**src/rtl/kbd_playback_ctrl.sv**
```systemverilog
// Keyboard playback controller: edge-qualified ASCII keys drive play/pause, direction and restart of the flash reader.
// Define KBD_SPEED_CTRL_EN to enable the saturating speed_div keys (KEY_FASTER / KEY_SLOWER).
module kbd_playback_ctrl #(
    parameter int unsigned SPEED_W       = 16,
    parameter int unsigned SPEED_DEFAULT = 1136,
    parameter int unsigned SPEED_MIN     = 568,
    parameter int unsigned SPEED_MAX     = 2272,
    parameter int unsigned SPEED_STEP    = 64,
    parameter logic [7:0]  KEY_PLAY      = 8'h45,
    parameter logic [7:0]  KEY_PAUSE     = 8'h44,
    parameter logic [7:0]  KEY_FWD       = 8'h46,
    parameter logic [7:0]  KEY_BWD       = 8'h42,
    parameter logic [7:0]  KEY_RST       = 8'h52,
    parameter logic [7:0]  KEY_FASTER    = 8'h55,
    parameter logic [7:0]  KEY_SLOWER    = 8'h53
) (
    input  logic               inclk,
    input  logic               reset,
    input  logic               kbd_data_ready,
    input  logic [7:0]         kbd_received_ascii_code,
    input  logic               flash_read_finished,
    output logic               direction,
    output logic               start_read_flash,
    output logic               restart,
    output logic [SPEED_W-1:0] speed_div,
    output logic               unknown_key
);

`ifdef KBD_SPEED_CTRL_EN
    localparam bit SPEED_EN = 1'b1;
`else
    localparam bit SPEED_EN = 1'b0;
`endif

    localparam logic [SPEED_W:0] STEP_X = (SPEED_W+1)'(SPEED_STEP);
    localparam logic [SPEED_W:0] MIN_X  = (SPEED_W+1)'(SPEED_MIN);
    localparam logic [SPEED_W:0] MAX_X  = (SPEED_W+1)'(SPEED_MAX);

    typedef enum logic [1:0] {ST_PAUSE, ST_PLAY, ST_RST_WAIT} state_e;

    state_e             state_q, state_d;
    logic               ready_q;
    logic               run_mem_q, run_mem_d;
    logic               direction_q, direction_d;
    logic               unknown_d;
    logic [SPEED_W-1:0] speed_q, speed_d;
    logic [SPEED_W:0]   speed_dn, speed_up;
    logic               accept;

    assign accept   = kbd_data_ready & ~ready_q;
    // One extra bit so a step past either limit is seen instead of wrapping.
    assign speed_dn = {1'b0, speed_q} - STEP_X;
    assign speed_up = {1'b0, speed_q} + STEP_X;

    always_comb begin
        // NOTE: every signal assigned here gets a default first, so no path can infer a latch.
        state_d     = state_q;
        run_mem_d   = run_mem_q;
        direction_d = direction_q;
        speed_d     = speed_q;
        unknown_d   = 1'b0;
        if (accept) begin
            case (kbd_received_ascii_code)
                KEY_PLAY: begin
                    if (state_q == ST_RST_WAIT) run_mem_d = 1'b1;
                    else                        state_d   = ST_PLAY;
                end
                KEY_PAUSE: begin
                    if (state_q == ST_RST_WAIT) run_mem_d = 1'b0;
                    else                        state_d   = ST_PAUSE;
                end
                KEY_FWD: direction_d = 1'b1;
                KEY_BWD: direction_d = 1'b0;
                KEY_RST: begin
                    if (state_q != ST_RST_WAIT) begin
                        state_d   = ST_RST_WAIT;
                        run_mem_d = (state_q == ST_PLAY);
                    end
                end
                KEY_FASTER: begin
                    if (!SPEED_EN)                             unknown_d = 1'b1;
                    else if (speed_dn[SPEED_W] || speed_dn < MIN_X) speed_d = SPEED_W'(SPEED_MIN);
                    else                                       speed_d   = speed_dn[SPEED_W-1:0];
                end
                KEY_SLOWER: begin
                    if (!SPEED_EN)             unknown_d = 1'b1;
                    else if (speed_up > MAX_X) speed_d   = SPEED_W'(SPEED_MAX);
                    else                       speed_d   = speed_up[SPEED_W-1:0];
                end
                default: unknown_d = 1'b1;
            endcase
        end
        // A key arriving with the finish pulse has already updated run_mem_d.
        if (state_q == ST_RST_WAIT && flash_read_finished)
            state_d = run_mem_d ? ST_PLAY : ST_PAUSE;
    end

    always_ff @(posedge inclk or posedge reset) begin
        if (reset) begin
            state_q          <= ST_PAUSE;
            ready_q          <= 1'b0;
            run_mem_q        <= 1'b0;
            direction_q      <= 1'b1;
            speed_q          <= SPEED_W'(SPEED_DEFAULT);
            start_read_flash <= 1'b0;
            restart          <= 1'b0;
            unknown_key      <= 1'b0;
        end else begin
            // NOTE: non-blocking assignments so every register samples pre-edge values.
            state_q          <= state_d;
            ready_q          <= kbd_data_ready;
            run_mem_q        <= run_mem_d;
            direction_q      <= direction_d;
            speed_q          <= speed_d;
            start_read_flash <= (state_d != ST_PAUSE);
            restart          <= (state_d == ST_RST_WAIT);
            unknown_key      <= unknown_d;
        end
    end

    assign direction = direction_q;
    assign speed_div = speed_q;

endmodule

```
**config.mk**
```make
export PLATFORM = sky130hd
export DESIGN_NAME = kbd_playback_ctrl
export DESIGN_NICKNAME = d
export VERILOG_FILES = /design/src/rtl/kbd_playback_ctrl.sv
export SDC_FILE = /design/constraint.sdc
export NUM_CORES = 1
export LEC_CHECK = 0
export CORE_MARGIN = 4
export CORE_UTILIZATION = 33
export CTS_CLUSTER_SIZE = 8
export DETAILED_ROUTE_END_ITERATION = 6
export HOLD_SLACK_MARGIN = 0.1
export PLACE_DENSITY = 0.71
export SLEW_MARGIN = 20
export SYNTH_ARGS = -nofsm -noshare
export SYNTH_HDL_FRONTEND = slang
export SYNTH_SLANG_ARGS = --single-unit
```
**constraint.sdc**
```tcl
create_clock -name inclk -period 1.25 [get_ports inclk]
set_input_delay 0.3125 -clock inclk [delete_from_list [all_inputs] [get_ports inclk]]
set_output_delay 0.3125 -clock inclk [all_outputs]
set_load 0.1 [all_outputs]
```
Yosys cells after proc, flatten, opt, wreduce, memory -nomap -nowiden
Cells that the tools add are included.
Widths: inputs -> output; s select.
{"block": "totals", "ff_bits": 8, "out_inout_bits": 20, "in_bits": 12, "elab_cells": 38}
{"block": "op_classes", "n_mux": 15, "reduce_logical": 5, "bitwise_logic": 2, "eq_ne": 9}
{"operator": "$eq 8x7->1 const B", "n": 5}
{"operator": "$mux 2", "n": 5}
{"operator": "$mux 1", "n": 7}
{"operator": "$pmux 2 s3", "n": 1}
{"operator": "$reduce_or 5->1", "n": 1}
{"operator": "$eq 2x2->1 const B", "n": 2}
{"operator": "$reduce_bool 2->1", "n": 2}
{"operator": "$pmux 1 s3", "n": 1}
{"operator": "$eq 2x1->1 const B", "n": 1}
{"operator": "$ne 2x2->1 const B", "n": 1}
{"operator": "$pmux 1 s2", "n": 1}
{"operator": "$reduce_and 2->1", "n": 1}
{"operator": "$and 1x1->1", "n": 1}
{"operator": "$logic_and 1x1->1", "n": 1}
{"operator": "$not 1->1", "n": 1}

Depth between registers and ports, before layout
Gate-level depths: netlist (run 1).
{"block": "logic_depth", "ltp_word": 7, "ltp_mapped": 4}

Worst setup path after synthesis (run 1)
Ideal clock, no wire load.
{"block": "synth_path", "path_kind": "input port to flip-flop", "from": "in kbd_received_ascii_code[7]", "to": "reg start_read_flash", "n_path_buf": 0, "t_required_ps": 1116, "stages": 4, "setup_slack_ps": -39, "setup_time_ps": 134, "arrival_ps": 1155, "path_cell_list": "nor4b_1 o211a_1 and4_4 o211ai_2"}
{"block": "synth_between", "elab_chain_len": 6, "word_cells_on_any_way": 10}
{"item": "start: declaration", "line_no": "20", "rtl": "input logic [7:0] kbd_received_ascii_code,"}
{"item": "$eq 8x7->1", "line_no": "63", "rtl": "case (kbd_received_ascii_code)"}
{"item": "$pmux 1 s3", "line_no": "63"}
{"item": "$mux 1", "line_no": "62", "rtl": "if (accept) begin"}
{"item": "$mux 1", "line_no": "95", "rtl": "state_d = run_mem_d ? ST_PLAY : ST_PAUSE;"}
{"item": "$mux 2 (*)", "line_no": "94", "rtl": "if (state_q == ST_RST_WAIT && flash_read_finished)"}
{"item": "$reduce_bool 2->1 (*)", "line_no": "115", "rtl": "start_read_flash <= (state_d != ST_PAUSE);"}
{"item": "end signal: assignment", "line_no": "115"}
{"item": "end: declaration", "line_no": "23", "rtl": "output logic start_read_flash,"}
Every way passes the cells marked *; elsewhere a longest branch is shown, timed or not.
A chain may end at the register's enable or synchronous reset.

Worst setup path after layout (run 1)
{"block": "layout_path", "from": "reg direction_q, in the netlist direction", "to": "out direction"}
{"item": "start: declaration", "line_no": "44", "rtl": "logic direction_q, direction_d;"}
{"item": "start signal: assignment", "line_no": "113", "rtl": "direction_q <= direction_d;"}
{"item": "end: declaration", "line_no": "22", "rtl": "output logic direction,"}
No word-level cell between the ends.

==> load_flow_metrics.sql, run 1 <==
INSERT INTO impl_metrics (metric_group, metric, value, unit) VALUES
('die', 'pin_count', '32', ''),
('pwr', 'powerDensity', '961.4', 'nW/um^2'),
('synth', 'syn-cell-area', '643.1', 'sq um'),
('worst_setup_path', 'critical_path.endpoint_type', 'output port', ''),
('clock_network', 'cts.root.buffer_cell', 'clkbuf_4', ''),
('synth', 'yosys_warnings', '0', ''),
('grt', 'first_global_vias', '576', ''),
('worst_setup_path', 'cpLargestDelayFamily', 'flip-flops', ''),
('timing', 'min_period_over_period', '103.1', '%'),
('synth', 'synthTopCellsByCount', 'buf_4, dfrtp_1, nor2b_1', ''),
('worst_setup_path', 'critical_path_class', 'flop to output port', ''),
('pwr', 'p_leak', '0.4854', 'nW'),
('placement', 'port_buffers', '15', ''),
('detailed_routing', 'drt-initial-drc-count', '11', ''),
('die', 'die_y', '52.15', 'um'),
('clock_network', 'cts_made_buffers', '3', ''),
('clock_network', 'cts_tree', 'done', ''),
('synth', 'synth-seq-cells', '8', ''),
('finish', 'design.final.nets', '111', ''),
('detailed_routing', 'routed_wire_length_per_instance', '12.81', 'um'),
('die', 'floorplan.initialDensity', '36.07', '%'),
('die', 'fp.coreArea', '1783', 'sq um'),
('timing', 'finalMaxSlewViolations', '0', ''),
('pwr', 'ir_drop_worst_vdd', '0.8002', 'mV'),
('clock_network', 'numClockSinks', '8', ''),
('synth', 'netlist.top_cell.by_area', 'dfrtp_1', ''),
('min_path', 'worstHoldPathType', 'input port to async pin', ''),
('detailed_routing', 'postRouteAntennaNets', '0', ''),
('clock_network', 'clock_tree.htree_level_count', '1', ''),
('grt', 'gr-usage-all-layers', '12.49', '%'),
('clock_network', 'cts.clk_slew.worst_paths', '0.06', 'ns'),
('placement', 'gp_routability_congestion', '0.8260', ''),
('grt', 'antenna_found_initial', '0', ''),
('finish', 'diodes', '0', ''),
('detailed_routing', 'routed_wirelength', '1.576', 'mm'),
('timing', 'final.setup_skew', '0.001278', 'ns'),
('worst_setup_path', 'max_stage_delay', '0.55', 'ns'),
('grt', 'grt-ovfl-total', '0', ''),
('die', 'die_area', '2719', 'sq um'),
('synth', 'sequential_share_of_the_synthesized_area', '31.32', '%'),
('run_status', 'status', 'finished with violations', ''),
('finish', 'final_core_utilization', '55.16', '%'),
('worst_setup_path', 'critical_path.startpoint_type', 'flop', ''),
('timing', 'max_freq', '775.9', 'MHz'),
('placement', 'post-dp-hpwl', '1.135', 'mm'),
('flow_run', 'max_cap_viol_count', '0', ''),
('clock_network', 'clock_latency_at_the_later_pin_of_the_worst_skew_pair', '0.25', 'ns'),
('timing', 'setup_total_negative_slack', '-0.03882', 'ns'),
('worst_setup_path', 'critical_path.slowest_cell', 'dfstp_2', ''),
('worst_setup_path', 'cp-startpoint', 'direction', ''),
('detailed_routing', 'number_of_vias_after_detailed_routing', '566', ''),
('grt', 'grt_max_degree', '9', ''),
('synth', 'syn_avg_cell_area', '9.744', 'sq um'),
('timing', 'unrepaired_setup_endpoints_after_global_routing', 'true', ''),
('detailed_routing', 'route.detailed.drc', '0', ''),
('worst_setup_path', 'critical_path.cell_chain', 'buf_12', ''),
('synth', 'yosys-top-cells-area', 'dfrtp_1, buf_4, dfstp_2', ''),
('worst_setup_path', 'path_buf_inv', '1', ''),
('grt', 'grt_first_pass_wirelength', '2.539', 'mm'),
('synth', 'synth-edff-count', '0', ''),
('synth', 'async_reset_ff_share', '100.0', '%'),
('run_status', 'failed_checks', 'negative setup slack', ''),
('timing', 'report.final.setup_viol', '1', ''),
('die', 'site_rows', '15', ''),
('timing', 'finalWorstSetupSlack', '-0.03882', 'ns'),
('synth', 'unique_cell_type_count_in_the_yosys_netlist', '36', ''),
('finish', 'fillCellCount', '173', ''),
('worst_setup_path', 'timing.critical_path.arrival', '0.98', 'ns'),
('synth', 'synthMostInstantiatedCell', 'buf_4', ''),
('timing', 'final_period_minus_worst_setup_slack', '1.289', 'ns'),
('detailed_routing', 'firstDrtPassIters', '4', ''),
('worst_setup_path', 'r2r-start', 'state_q[1]', ''),
('worst_setup_path', 'path_max_fanout', '2', ''),
('die', 'die-width', '52.15', 'um'),
('clock_network', 'cts_buffer_depth', '2', ''),
('detailed_routing', 'drt-vias-per-instance', '4.602', ''),
('synth', 'synth_top_cell_area_share', '27.24', '%'),
('synth', 'synth_cells', '66', ''),
('timing', 'report.final.hold_viol_count', '0', ''),
('worst_setup_path', 'timing.critical_path.required', '0.94', 'ns'),
('synth', 'synthFlopType', 'dfrtp_1', ''),
('finish', 'fraction_of_layout_cells_with_a_size_suffix_above_1', '51.02', '%'),
('finish', 'areaGrowthSynthToFinish', '52.92', '%');
==> state kept, by name, summed over array words and instances (netlist names) <==
name,flops
run_mem_q,1
direction,1
state_q,2
ready_q,1
unknown_key,1
restart,1
start_read_flash,1
==> placed cells by master, fill, tap and decap left out, types with 2 or more instances in the layout <==
master / instances
conb_1: 16
buf_4: 14
dfrtp_1: 7
buf_2: 4
buf_12: 4
nor2b_1: 3
o21ai_2: 3
clkbuf_4: 3
nor4b_4: 2
nor2b_4: 2
nand2_1: 2
a21oi_2: 2
and2_4: 2
inv_1: 2
clkdlybuf4s50_1: 2
dlygate4sd2_1: 2
clkbuf_2: 2
==> logic make-up after synthesis <==
kind of cell | count (synthesis) | synth area share, %
AOI/OAI and AO/OA | 15 | 18.87
buffers and inverters | 18 | 19.85
DFF | 8 | 31.32
muxes | 1 | 1.751
other | 2 | 1.168
and+or+nand+nor | 22 | 27.04
==> path summary, 6_finish.rpt <==
path,slack [ns],endpoint,cells past startpoint
max,-0.04,direction,1
min,0.30,restart,2
max reg2reg,0.02,restart,4
min reg2reg,0.62,run_mem_q,2
max in group asynchronous,0.68,direction,2
min in group inclk,0.43,ready_q,2
==> layout make-up <==
class	count	area (sq um)	area share (%)
Multi-Input combinational cell	54	441.7	44.91
Clock buffer	4	26.28	2.672
Timing Repair Buffer	30	275.3	27.99
Sequential cell	8	201.4	20.48
Tap cell	25	31.28	3.181
Inverter	2	7.507	0.7634
==> metal layers <==
metal / vias up / global-route usage [%] / part of all wire (%) / routed length (um)
met2: 27 / 22.38 / 52 / 813
met1: 267 / 14.39 / 39 / 621
met5: - / 0 / 0 / 0
li1: 272 / - / - / -
met4: 0 / 1.277 / 0 / 0
met3: 0 / 4.871 / 8.9 / 140
==> through the flow <==
stage	hold slack [ns]	instances	worst slack (ns)	instance area, sq um	power [mW]
floorplan	0.1274	80	0.02930	713.2	0.6411
detailed placement	0.5690	115	-0.6420	897.1	0.7237
global placement	0.5648	115	-0.6488	897.1	0.7221
global route	0.3357	123	-0.05853	983.4	0.9816
CTS	0.3032	123	-0.03887	989.7	0.9491
finish	0.2957	123	-0.03882	983.4	0.9455
==> timing repair <==
| action | 4_1_cts | 5_1_grt |
|---|---|---|
| gates resized for setup | 41 | 3 |
| hold buffers | 0 | 0 |
| setup buffers | 4 | 0 |
| setup endpoints to repair | 7 | 6 |
| pin swaps | 8 | 4 |
==> where the power goes <==
part	leakage (nW)	switching, mW	internal (mW)	total [mW]
clock network	0.0150	0.0906	0.122	0.213
registers	0.104	0.0119	0.274	0.286
logic	0.366	0.338	0.109	0.447
total	0.485	0.440	0.505	0.946
No activity file was read; power rests on OpenSTA's default activity.
==> run 2: changes to the inputs <==
Clock period 1.25 ns to 1.1 ns, I/O delays scaled along.
==> run 2 against run 1 <==
The flow still finishes with violations (negative setup slack); first-iteration DRC count shrank 9.1%; sequential cell count did not move; non-clock buffer count is the same; sequential share of layout area is essentially flat; sequential power grew 15%; worst hold slack got worse by 0.031 ns; clock skew increased by 0.0070 ns; power up 14%.
==> load_flow_metrics.sql, run 2 (synthesis gave the netlist of run 1 again) <==
INSERT INTO impl_metrics (metric_group, metric, value, unit) VALUES
('detailed_routing', 'drt-vias-per-instance', '4.756', ''),
('finish', 'final_cell_mix', 'conb_1, buf_4, buf_12, dfrtp_1', ''),
('pwr', 'powerDensity', '1059', 'nW/um^2'),
('finish', 'design.final.nets', '111', ''),
('timing', 'unrepaired_setup_endpoints_after_global_routing', 'true', ''),
('die', 'pin_count', '32', ''),
('die', 'die-width', '52.15', 'um'),
('clock_network', 'clock_tree.htree_level_count', '1', ''),
('placement', 'port_buffers', '15', ''),
('finish', 'stdcell_area', '1018', 'sq um'),
('placement', 'cell_area_after_placement', '925.9', 'sq um'),
('clock_network', 'cts_buffer_depth', '2', ''),
('timing', 'max_freq', '754.8', 'MHz'),
('die', 'die_y', '52.15', 'um'),
('worst_setup_path', 'path_max_fanout', '2', ''),
('clock_network', 'holdBufCountCts', '0', ''),
('min_path', 'worstHoldPathType', 'input port to async pin', ''),
('pwr', 'p_leak', '0.4851', 'nW'),
('timing', 'min_period_over_period', '120.4', '%'),
('finish', 'diodes', '0', ''),
('finish', 'largest_register_ffs', '2', ''),
('clock_network', 'cts_tree', 'done', ''),
('timing', 'final_period_minus_worst_setup_slack', '1.325', 'ns'),
('detailed_routing', 'routed_wire_length_per_instance', '12.54', 'um'),
('timing', 'report.final.hold_viol_count', '0', ''),
('detailed_routing', 'firstDrtPassIters', '4', ''),
('timing', 'setup_total_negative_slack', '-0.9582', 'ns'),
('run_status', 'failed_checks', 'negative setup slack', ''),
('worst_setup_path', 'critical_path.startpoint_type', 'flop', ''),
('detailed_routing', 'number_of_vias_after_detailed_routing', '585', ''),
('grt', 'grt_first_pass_wirelength', '2.649', 'mm'),
('timing', 'finalWorstSetupSlack', '-0.2248', 'ns'),
('detailed_routing', 'route.detailed.drc', '0', ''),
('grt', 'first_global_vias', '587', ''),
('detailed_routing', 'drt-initial-drc-count', '10', ''),
('die', 'floorplan.initialDensity', '36.07', '%'),
('grt', 'gr-usage-all-layers', '13.21', '%'),
('worst_setup_path', 'cpLargestDelayFamily', 'flip-flops', ''),
('placement', 'dp_cells', '115', ''),
('worst_setup_path', 'max_stage_delay', '0.63', 'ns'),
('timing', 'final.setup_skew', '0.008274', 'ns'),
('finish', 'max_flop_register', 'state_q', ''),
('worst_setup_path', 'timing.critical_path.arrival', '1.05', 'ns'),
('clock_network', 'cts.root.buffer_cell', 'clkbuf_4', ''),
('placement', 'post-dp-hpwl', '1.204', 'mm'),
('run_status', 'status', 'finished with violations', ''),
('clock_network', 'cts.clk_slew.worst_paths', '0.06', 'ns'),
('finish', 'fraction_of_layout_cells_with_a_size_suffix_above_1', '52.04', '%'),
('flow_run', 'max_cap_viol_count', '0', ''),
('worst_setup_path', 'critical_path_class', 'flop to output port', ''),
('worst_setup_path', 'cp-startpoint', 'direction', ''),
('clock_network', 'cts_made_buffers', '3', ''),
('placement', 'gp_routability_congestion', '0.8722', ''),
('grt', 'antenna_found_initial', '0', ''),
('finish', 'final-instance-count-excl-fill', '123', ''),
('worst_setup_path', 'critical_path.endpoint_type', 'output port', ''),
('worst_setup_path', 'critical_path.cell_chain', 'buf_12', ''),
('grt', 'grt-ovfl-total', '0', ''),
('clock_network', 'numClockSinks', '8', ''),
('finish', 'layout_commonest_cell', 'conb_1', ''),
('die', 'site_rows', '15', ''),
('worst_setup_path', 'r2r-start', 'ready_q', ''),
('worst_setup_path', 'timing.critical_path.required', '0.82', 'ns'),
('detailed_routing', 'postRouteAntennaNets', '0', ''),
('timing', 'finalMaxSlewViolations', '0', ''),
('detailed_routing', 'routed_wirelength', '1.543', 'mm'),
('timing', 'report.final.setup_viol', '9', ''),
('finish', 'areaGrowthSynthToFinish', '58.37', '%'),
('die', 'die_area', '2719', 'sq um'),
('clock_network', 'clock_latency_at_the_later_pin_of_the_worst_skew_pair', '0.25', 'ns'),
('finish', 'fillCellCount', '152', ''),
('die', 'fp.coreArea', '1783', 'sq um'),
('worst_setup_path', 'path_buf_inv', '1', ''),
('grt', 'grt_max_degree', '9', ''),
('pwr', 'ir_drop_worst_vdd', '0.5689', 'mV'),
('worst_setup_path', 'critical_path.slowest_cell', 'dfstp_4', '');
[run 2: changes by cell type in the layout (fill, tap and decap cells not counted), moves of 2 or more]
cell             delta
dfrtp_2             +3
dfrtp_1             -3
buf_4               -2
clkbuf_2            -2
buf_6               +2
clkdlybuf4s15_2     +2
[run 2: routing by layer]
metal / global-route usage [%] / up-vias / wire, um
met5: 0 / - / 0
met4: 3.404 / 0 / 0
met3: 5.158 / 0 / 162
met2: 24.06 / 26 / 793
met1: 14.06 / 283 / 587
li1: - / 276 / -
[run 2: report_power, final]
group          leakage (nW)  switching, mW  internal [mW]  total, mW
clock                0.0150         0.0941          0.138      0.232
sequential            0.100         0.0142          0.314      0.328
combinational         0.370          0.385          0.133      0.518
[run 2: final cells by class]
type                       instances  area [sq um]  area share, %
multi-input combinational         54         445.4          43.73
clock buffer                       4         26.28          2.580
inverter                           2         7.507         0.7371
sequential                         8         209.0          20.52
tap                               25         31.28          3.071
timing repair buffer              30         299.0          29.36
[run 2: worst paths after layout]
kind,endpoint,depth (start not counted),slack (ns)
worst max-delay path,direction,1,-0.22
min in group inclk,ready_q,1,0.28
worst max register to register,start_read_flash,4,-0.15
max in group asynchronous,direction,2,0.56
worst min-delay path,ready_q,2,0.27
worst min register to register,unknown_key,2,0.60
[run 2: what timing repair did]
item / CTS / global route
setup endpoints to repair: 11 / 10
buffers inserted: 4 / 0
pin swaps: 12 / 2
endpoints found under the hold margin: 0 / 0
resized for setup: 35 / 2
cloned: 0 / 0
[run 2: metrics by stage]
| step | power, mW | util [%] | hold WS, ns | setup slack, ns |
|---|---|---|---|---|
| global route | 1.131 | 57.12 | 0.2733 | -0.2546 |
| floorplan | 0.7374 | - | 0.08974 | -0.08233 |
| CTS | 1.092 | 57.26 | 0.2591 | -0.2413 |
| global placement | 0.8342 | 51.93 | 0.5355 | -0.7438 |
| detailed placement | 0.8363 | 51.93 | 0.5382 | -0.7260 |
| finish | 1.078 | 57.12 | 0.2652 | -0.2248 |
